### config.mk
export PLATFORM = sky130hd
export DESIGN_NAME = spi_slave
export DESIGN_NICKNAME = d
export VERILOG_FILES = /design/src/rtl/spi_pkg.sv /design/src/rtl/spi_sync.sv /design/src/rtl/spi_slave.sv
export SDC_FILE = /design/constraint.sdc
export NUM_CORES = 1
export LEC_CHECK = 0
export BUFFER_PORTS_ARGS = -buffer_cell sky130_fd_sc_hd__buf_2
export CAP_MARGIN = 25
export CORE_UTILIZATION = 50
export DETAILED_ROUTE_END_ITERATION = 7
export PLACE_DENSITY = 0.78
export SLEW_MARGIN = 5
export SYNTH_ARGS = -nofsm -noshare
export SYNTH_HDL_FRONTEND = slang
export SYNTH_HIERARCHICAL = 1
export SYNTH_SLANG_ARGS = --single-unit
export TNS_END_PERCENT = 5
### constraint.sdc
create_clock -name sys_clk -period 2 [get_ports sys_clk]
set_clock_uncertainty 0.2 [all_clocks]
set_input_delay 0.4 -clock sys_clk [delete_from_list [all_inputs] [get_ports sys_clk]]
set_output_delay 0.4 -clock sys_clk [all_outputs]
set_load 0.02 [all_outputs]
### src/rtl/spi_pkg.sv
// Shared definitions for the SPI responder: FSM encoding and default widths/fill word.
package spi_pkg;

   typedef enum logic [1:0] {
      ST_IDLE  = 2'd0,
      ST_LOAD  = 2'd1,
      ST_SHIFT = 2'd2
   } spi_state_t;

   localparam int         DEFAULT_DATA_W    = 8;
   localparam logic [7:0] DEFAULT_IDLE_FILL = 8'hFF;

endpackage : spi_pkg

### src/rtl/spi_sync.sv
// Multi-flop synchronizer for one asynchronous SPI pin, with edge pulses taken
// from the last stage against one extra delay flop.
module spi_sync #(
   parameter int   STAGES  = 2,
   parameter logic RST_VAL = 1'b0
) (
   input  logic clk,
   input  logic srst,
   input  logic din,
   output logic dout,
   output logic rise,
   output logic fall
);

   logic [STAGES-1:0] sync_q;
   logic [STAGES-1:0] sync_d;
   logic              prev_q;
   logic              prev_d;

   // Shift the pin through the chain; the delay flop trails the last stage.
   always_comb begin
      sync_d = {sync_q[STAGES-2:0], din};
      prev_d = sync_q[STAGES-1];
   end

   // Chain registers; reset to the pin's idle level so no false edge follows reset.
   always_ff @(posedge clk) begin
      if (srst) begin
         sync_q <= {STAGES{RST_VAL}};
         prev_q <= RST_VAL;
      end else begin
         sync_q <= sync_d;
         prev_q <= prev_d;
      end
   end

   assign dout = sync_q[STAGES-1];
   assign rise = sync_q[STAGES-1] & ~prev_q;
   assign fall = ~sync_q[STAGES-1] & prev_q;

endmodule : spi_sync

### src/rtl/spi_slave.sv
// SPI mode-0 responder: oversamples sck/cs_n/mosi, returns each received word on
// rx_data and replies from a one-entry holding register filled by valid/ready.
module spi_slave
   import spi_pkg::*;
#(
   parameter int                DATA_W      = DEFAULT_DATA_W,
   parameter int                SYNC_STAGES = 2,
   parameter logic [DATA_W-1:0] IDLE_FILL   = DATA_W'(DEFAULT_IDLE_FILL)
) (
   input  logic              sys_clk,
   input  logic              sys_rst,
   input  logic              sck,
   input  logic              cs_n,
   input  logic              mosi,
   output logic              miso,
   output logic              miso_oe,
   input  logic [DATA_W-1:0] tx_data,
   input  logic              tx_valid,
   output logic              tx_ready,
   output logic [DATA_W-1:0] rx_data,
   output logic              rx_valid,
   output logic              tx_underrun,
   output logic              busy
);

   localparam int CNT_W = $clog2(DATA_W + 1);

   logic sck_s, sck_rise, sck_fall;
   logic cs_n_s, cs_rise_unused, cs_fall;
   logic mosi_s, mosi_rise_unused, mosi_fall_unused;

   spi_sync #(.STAGES(SYNC_STAGES), .RST_VAL(1'b0)) u_sync_sck (
      .clk  (sys_clk),
      .srst (sys_rst),
      .din  (sck),
      .dout (sck_s),
      .rise (sck_rise),
      .fall (sck_fall)
   );

   spi_sync #(.STAGES(SYNC_STAGES), .RST_VAL(1'b1)) u_sync_cs (
      .clk  (sys_clk),
      .srst (sys_rst),
      .din  (cs_n),
      .dout (cs_n_s),
      .rise (cs_rise_unused),
      .fall (cs_fall)
   );

   spi_sync #(.STAGES(SYNC_STAGES), .RST_VAL(1'b0)) u_sync_mosi (
      .clk  (sys_clk),
      .srst (sys_rst),
      .din  (mosi),
      .dout (mosi_s),
      .rise (mosi_rise_unused),
      .fall (mosi_fall_unused)
   );

   spi_state_t        state_q, state_d;
   logic [CNT_W-1:0]  bit_cnt_q, bit_cnt_d;
   logic [DATA_W-1:0] rx_shift_q, rx_shift_d;
   logic [DATA_W-1:0] tx_shift_q, tx_shift_d;
   logic [DATA_W-1:0] hold_q, hold_d;
   logic              hold_full_q, hold_full_d;
   logic [DATA_W-1:0] rx_data_q, rx_data_d;
   logic              rx_valid_q, rx_valid_d;
   logic              underrun_q, underrun_d;
   logic              miso_q, miso_d;
   logic              miso_oe_q, miso_oe_d;
   logic              load_word;
   logic [DATA_W-1:0] load_val;

   // Next-state logic: frame FSM, bit counting, shifting, word loads and the tx handshake.
   always_comb begin
      state_d     = state_q;
      bit_cnt_d   = bit_cnt_q;
      rx_shift_d  = rx_shift_q;
      tx_shift_d  = tx_shift_q;
      hold_d      = hold_q;
      hold_full_d = hold_full_q;
      rx_data_d   = rx_data_q;
      rx_valid_d  = 1'b0;
      underrun_d  = 1'b0;
      miso_d      = miso_q;
      miso_oe_d   = miso_oe_q;
      load_word   = 1'b0;
      load_val    = IDLE_FILL;

      case (state_q)
         ST_IDLE: begin
            miso_d    = 1'b0;
            miso_oe_d = 1'b0;
            bit_cnt_d = '0;
            if (cs_fall) begin
               state_d = ST_LOAD;
            end
         end
         ST_LOAD: begin
            load_word  = 1'b1;
            miso_oe_d  = 1'b1;
            bit_cnt_d  = '0;
            rx_shift_d = '0;
            state_d    = ST_SHIFT;
         end
         ST_SHIFT: begin
            // A full word is published one cycle after its last bit was sampled.
            if (bit_cnt_q == CNT_W'(DATA_W)) begin
               rx_data_d  = rx_shift_q;
               rx_valid_d = 1'b1;
               bit_cnt_d  = '0;
            end
            if (cs_n_s) begin
               // Deselect: drop any partial word and release the line.
               state_d    = ST_IDLE;
               miso_d     = 1'b0;
               miso_oe_d  = 1'b0;
               bit_cnt_d  = '0;
               rx_shift_d = '0;
            end else if (sck_rise) begin
               rx_shift_d = {rx_shift_q[DATA_W-2:0], mosi_s};
               if (bit_cnt_q != CNT_W'(DATA_W)) begin
                  bit_cnt_d = bit_cnt_q + CNT_W'(1);
               end
            end else if (sck_fall) begin
               if (bit_cnt_q != '0) begin
                  tx_shift_d = tx_shift_q << 1;
                  miso_d     = tx_shift_q[DATA_W-2];
               end else begin
                  load_word = 1'b1;
               end
            end
         end
         default: begin
            state_d = ST_IDLE;
         end
      endcase

      // A word load consumes the holding register, or the fill word on underrun.
      if (load_word) begin
         if (hold_full_q) begin
            load_val    = hold_q;
            hold_full_d = 1'b0;
         end else begin
            load_val   = IDLE_FILL;
            underrun_d = 1'b1;
         end
         tx_shift_d = load_val;
         miso_d     = load_val[DATA_W-1];
      end

      // Writes only land in an empty register; a write in a load cycle is kept for the next word.
      if (tx_valid && !hold_full_q) begin
         hold_d      = tx_data;
         hold_full_d = 1'b1;
      end
   end

   // State and datapath registers.
   always_ff @(posedge sys_clk) begin
      if (sys_rst) begin
         state_q     <= ST_IDLE;
         bit_cnt_q   <= '0;
         rx_shift_q  <= '0;
         tx_shift_q  <= '0;
         hold_q      <= '0;
         hold_full_q <= 1'b0;
         rx_data_q   <= '0;
         rx_valid_q  <= 1'b0;
         underrun_q  <= 1'b0;
         miso_q      <= 1'b0;
         miso_oe_q   <= 1'b0;
      end else begin
         state_q     <= state_d;
         bit_cnt_q   <= bit_cnt_d;
         rx_shift_q  <= rx_shift_d;
         tx_shift_q  <= tx_shift_d;
         hold_q      <= hold_d;
         hold_full_q <= hold_full_d;
         rx_data_q   <= rx_data_d;
         rx_valid_q  <= rx_valid_d;
         underrun_q  <= underrun_d;
         miso_q      <= miso_d;
         miso_oe_q   <= miso_oe_d;
      end
   end

   assign miso        = miso_q;
   assign miso_oe     = miso_oe_q;
   assign tx_ready    = ~hold_full_q;
   assign rx_data     = rx_data_q;
   assign rx_valid    = rx_valid_q;
   assign tx_underrun = underrun_q;
   assign busy        = ~cs_n_s;

endmodule : spi_slave

==> parameters.txt <==
Parameter                              Value

Route
  Number of nets with antenna violations after routing    0
  Highest metal layer with signal wires    met4
  Met2 routed wirelength    ~1600 microns
  Detail-routed via count per cell    approximately 5.2
  Vias    around 1600
  Drt initial violations    about 130
  Routed metal-1 wire length    about 1700 microns
  Wire length on met3    around 110 microns
  Total routed wirelength    roughly 3500 microns
  Iteration count of the initial detailed-routing pass    4
  Drt drc    0
  Per-cell routed wire length    11.4 microns

Place
  Final HPWL DP    between 2000 and 3000 microns
  Worst slack at placement    ~0.053 ns
  Number of buffers inserted by port buffering    27
  GP Congestion    0.845

Final layout
  Final-stage net count    284
  Antenna diode instance count    0
  Leading cell types in the layout, fill and taps excluded    dfxtp_1, nand2_1, a21oi_1
  Leading cell type in the layout, fill and taps excluded    dfxtp_1
  Number of filler cells placed in the layout    348
  Area delta synth->final    15.6%
  Fraction of layout instances using a drive strength above 1    0.197

Global routing
  GRT Util Overall    0.188
  Largest net degree at the start of global routing    21
  Overflow left after global routing    0
  Number of global-route vias before repair    ~1500
  Global-route wire length before repair    around 6100 microns
  Initial antenna violation count    0

Clocking
  CTS tree    yes
  Worst-Skew Late Latency    0.30 ns
  Number of H-tree branching levels    2
  Clock transition at the registers of the reported paths    roughly 0.090 ns
  Sink count of the clock tree    50
  CTS Root Buffer Type    clkbuf_8
  Total CTS buffers    5
  Maximum number of buffers from clock root to sink    2

STA
  RSZ-0062 raised after global routing    no
  Setup ws final    ~0.054 ns
  Final Setup Violations    0
  Worst max-slew margin expressed relative to the limit    0.613
  Number of max-slew violations in the final report    0
  Final hold vios    0
  Setup Total Neg Slack    0 ns
  Period utilization    0.973
  Maximum clock frequency    about 510 MHz
  Final critical path time including I/O delays and setup    about 2 ns
  Actual transition at the worst max-transition pin    ~0.58 ns

Yosys
  Synthesized area per cell    slightly below 9 sq um
  Syn nets    roughly 250
  Post-Synthesis Cells    between 200 and 250
  Number of warning messages in the yosys log    6
  Netlist area before placement    slightly above 0.002 sq mm

Setup path
  Sort of element at the end of the critical path    flip-flop
  Arrival time at the worst endpoint    1.94 ns
  Required time of the critical path    ~2 ns
  Worst Path Max Fanout    4
  Worst Setup Start Kind    flip-flop
  Worst Setup Path Type    flip-flop to flip-flop

Floorplan
  Die extent in y    65.5 microns
  DIE AREA    between 0.004 and 0.005 sq mm
  Placeable core region    between 0.003 and 0.004 sq mm
  DIE WIDTH    roughly 65 microns
  I/O pins    28
  Row Count    22
  Initial cell density of the core    0.534

Min path
  Worst Hold Class    input pin to flip-flop

Pwr
  Leakage dissipation    ~0.91 nW
  Power density relative to cell area    just over 700 mW/mm^2
  Worst voltage drop across the vdd grid    about 0.00056 V

Run
  Total of max-cap violations    0

Status
  Result of the run    finished, final reports clean
==> stage by stage <==
stage / instance area [sq um] / cells / hold WS, ns / power, mW / utilization
final: 2330 / 312 / 0.0796 / 1.68 / 0.617
after global routing: 2330 / 312 / 0.0638 / 1.76 / 0.617
after CTS: 2300 / 311 / 0.0704 / 1.69 / 0.609
after detailed placement: 2220 / 304 / 0.193 / 1.16 / 0.589
after global placement: 2220 / 304 / 0.185 / 1.16 / 0.589
after floorplan: 2010 / 231 / 0.183 / 1.12 / -
==> path summary, 6_finish.rpt <==
path                            slack [ns]                            from                        endpoint  depth (start not counted)
worst max-delay path                  0.05         state_q[1]$_SDFFE_PP0P_               miso$_SDFFE_PP0P_                          6
worst min-delay path                  0.08                            cs_n  u_sync_cs/sync_q[0]$_SDFF_PP1_                          2
worst max register to register        0.05         state_q[1]$_SDFFE_PP0P_               miso$_SDFFE_PP0P_                          6
worst min register to register        0.21  u_sync_cs/sync_q[0]$_SDFF_PP1_  u_sync_cs/sync_q[1]$_SDFF_PP1_                          1
==> sequential cells by signal (all words and copies together) (netlist names), 2 cells and up <==
signal	flops
state_q	2
u_sync_cs/sync_q	2
rx_shift_q	8
tx_shift_q	7
u_sync_sck/sync_q	2
rx_data	8
bit_cnt_q	4
u_sync_mosi/sync_q	2
hold_q	8
==> area by class of cell <==
| type | count | area [sq um] | share of cell area |
|---|---|---|---|
| clock inverters | 2 | 10.0 | 0.00430 |
| repair buffers | 36 | 206 | 0.0887 |
| clock buffers | 5 | 68.8 | 0.0296 |
| well taps | 48 | 60.1 | 0.0258 |
| inverters | 8 | 30.0 | 0.0129 |
| multi-input cells | 163 | 947 | 0.407 |
| flip-flops and latches | 50 | 1010 | 0.432 |
==> per-layer routing <==
metal	global-route usage	vias to the layer above
met5	0	-
met4	0.103	0
met3	0.0434	7
met2	0.291	29
met1	0.240	731
li1	-	848
==> power breakdown <==
part	internal [mW]	switching, mW	leakage [nW]
Combinational	0.0438	0.0654	0.459
Sequential	1.02	0.0115	0.408
Clock	0.235	0.306	0.0438
==> worst max-delay path, stage by stage (launching register included) <==
cell	delay, ns
dfxtp_2	0.34
inv_1	0.07
ha_1	0.30
nand4bb_1	0.10
o31a_1	0.37
o311a_1	0.15
o311a_1	0.32
==> what timing repair did <==
item,CTS,global route
setup endpoints to repair,0,15
setup buffers,0,1
hold buffers,0,0
gates resized for setup,0,8
Power figures use the tool's default switching activity.
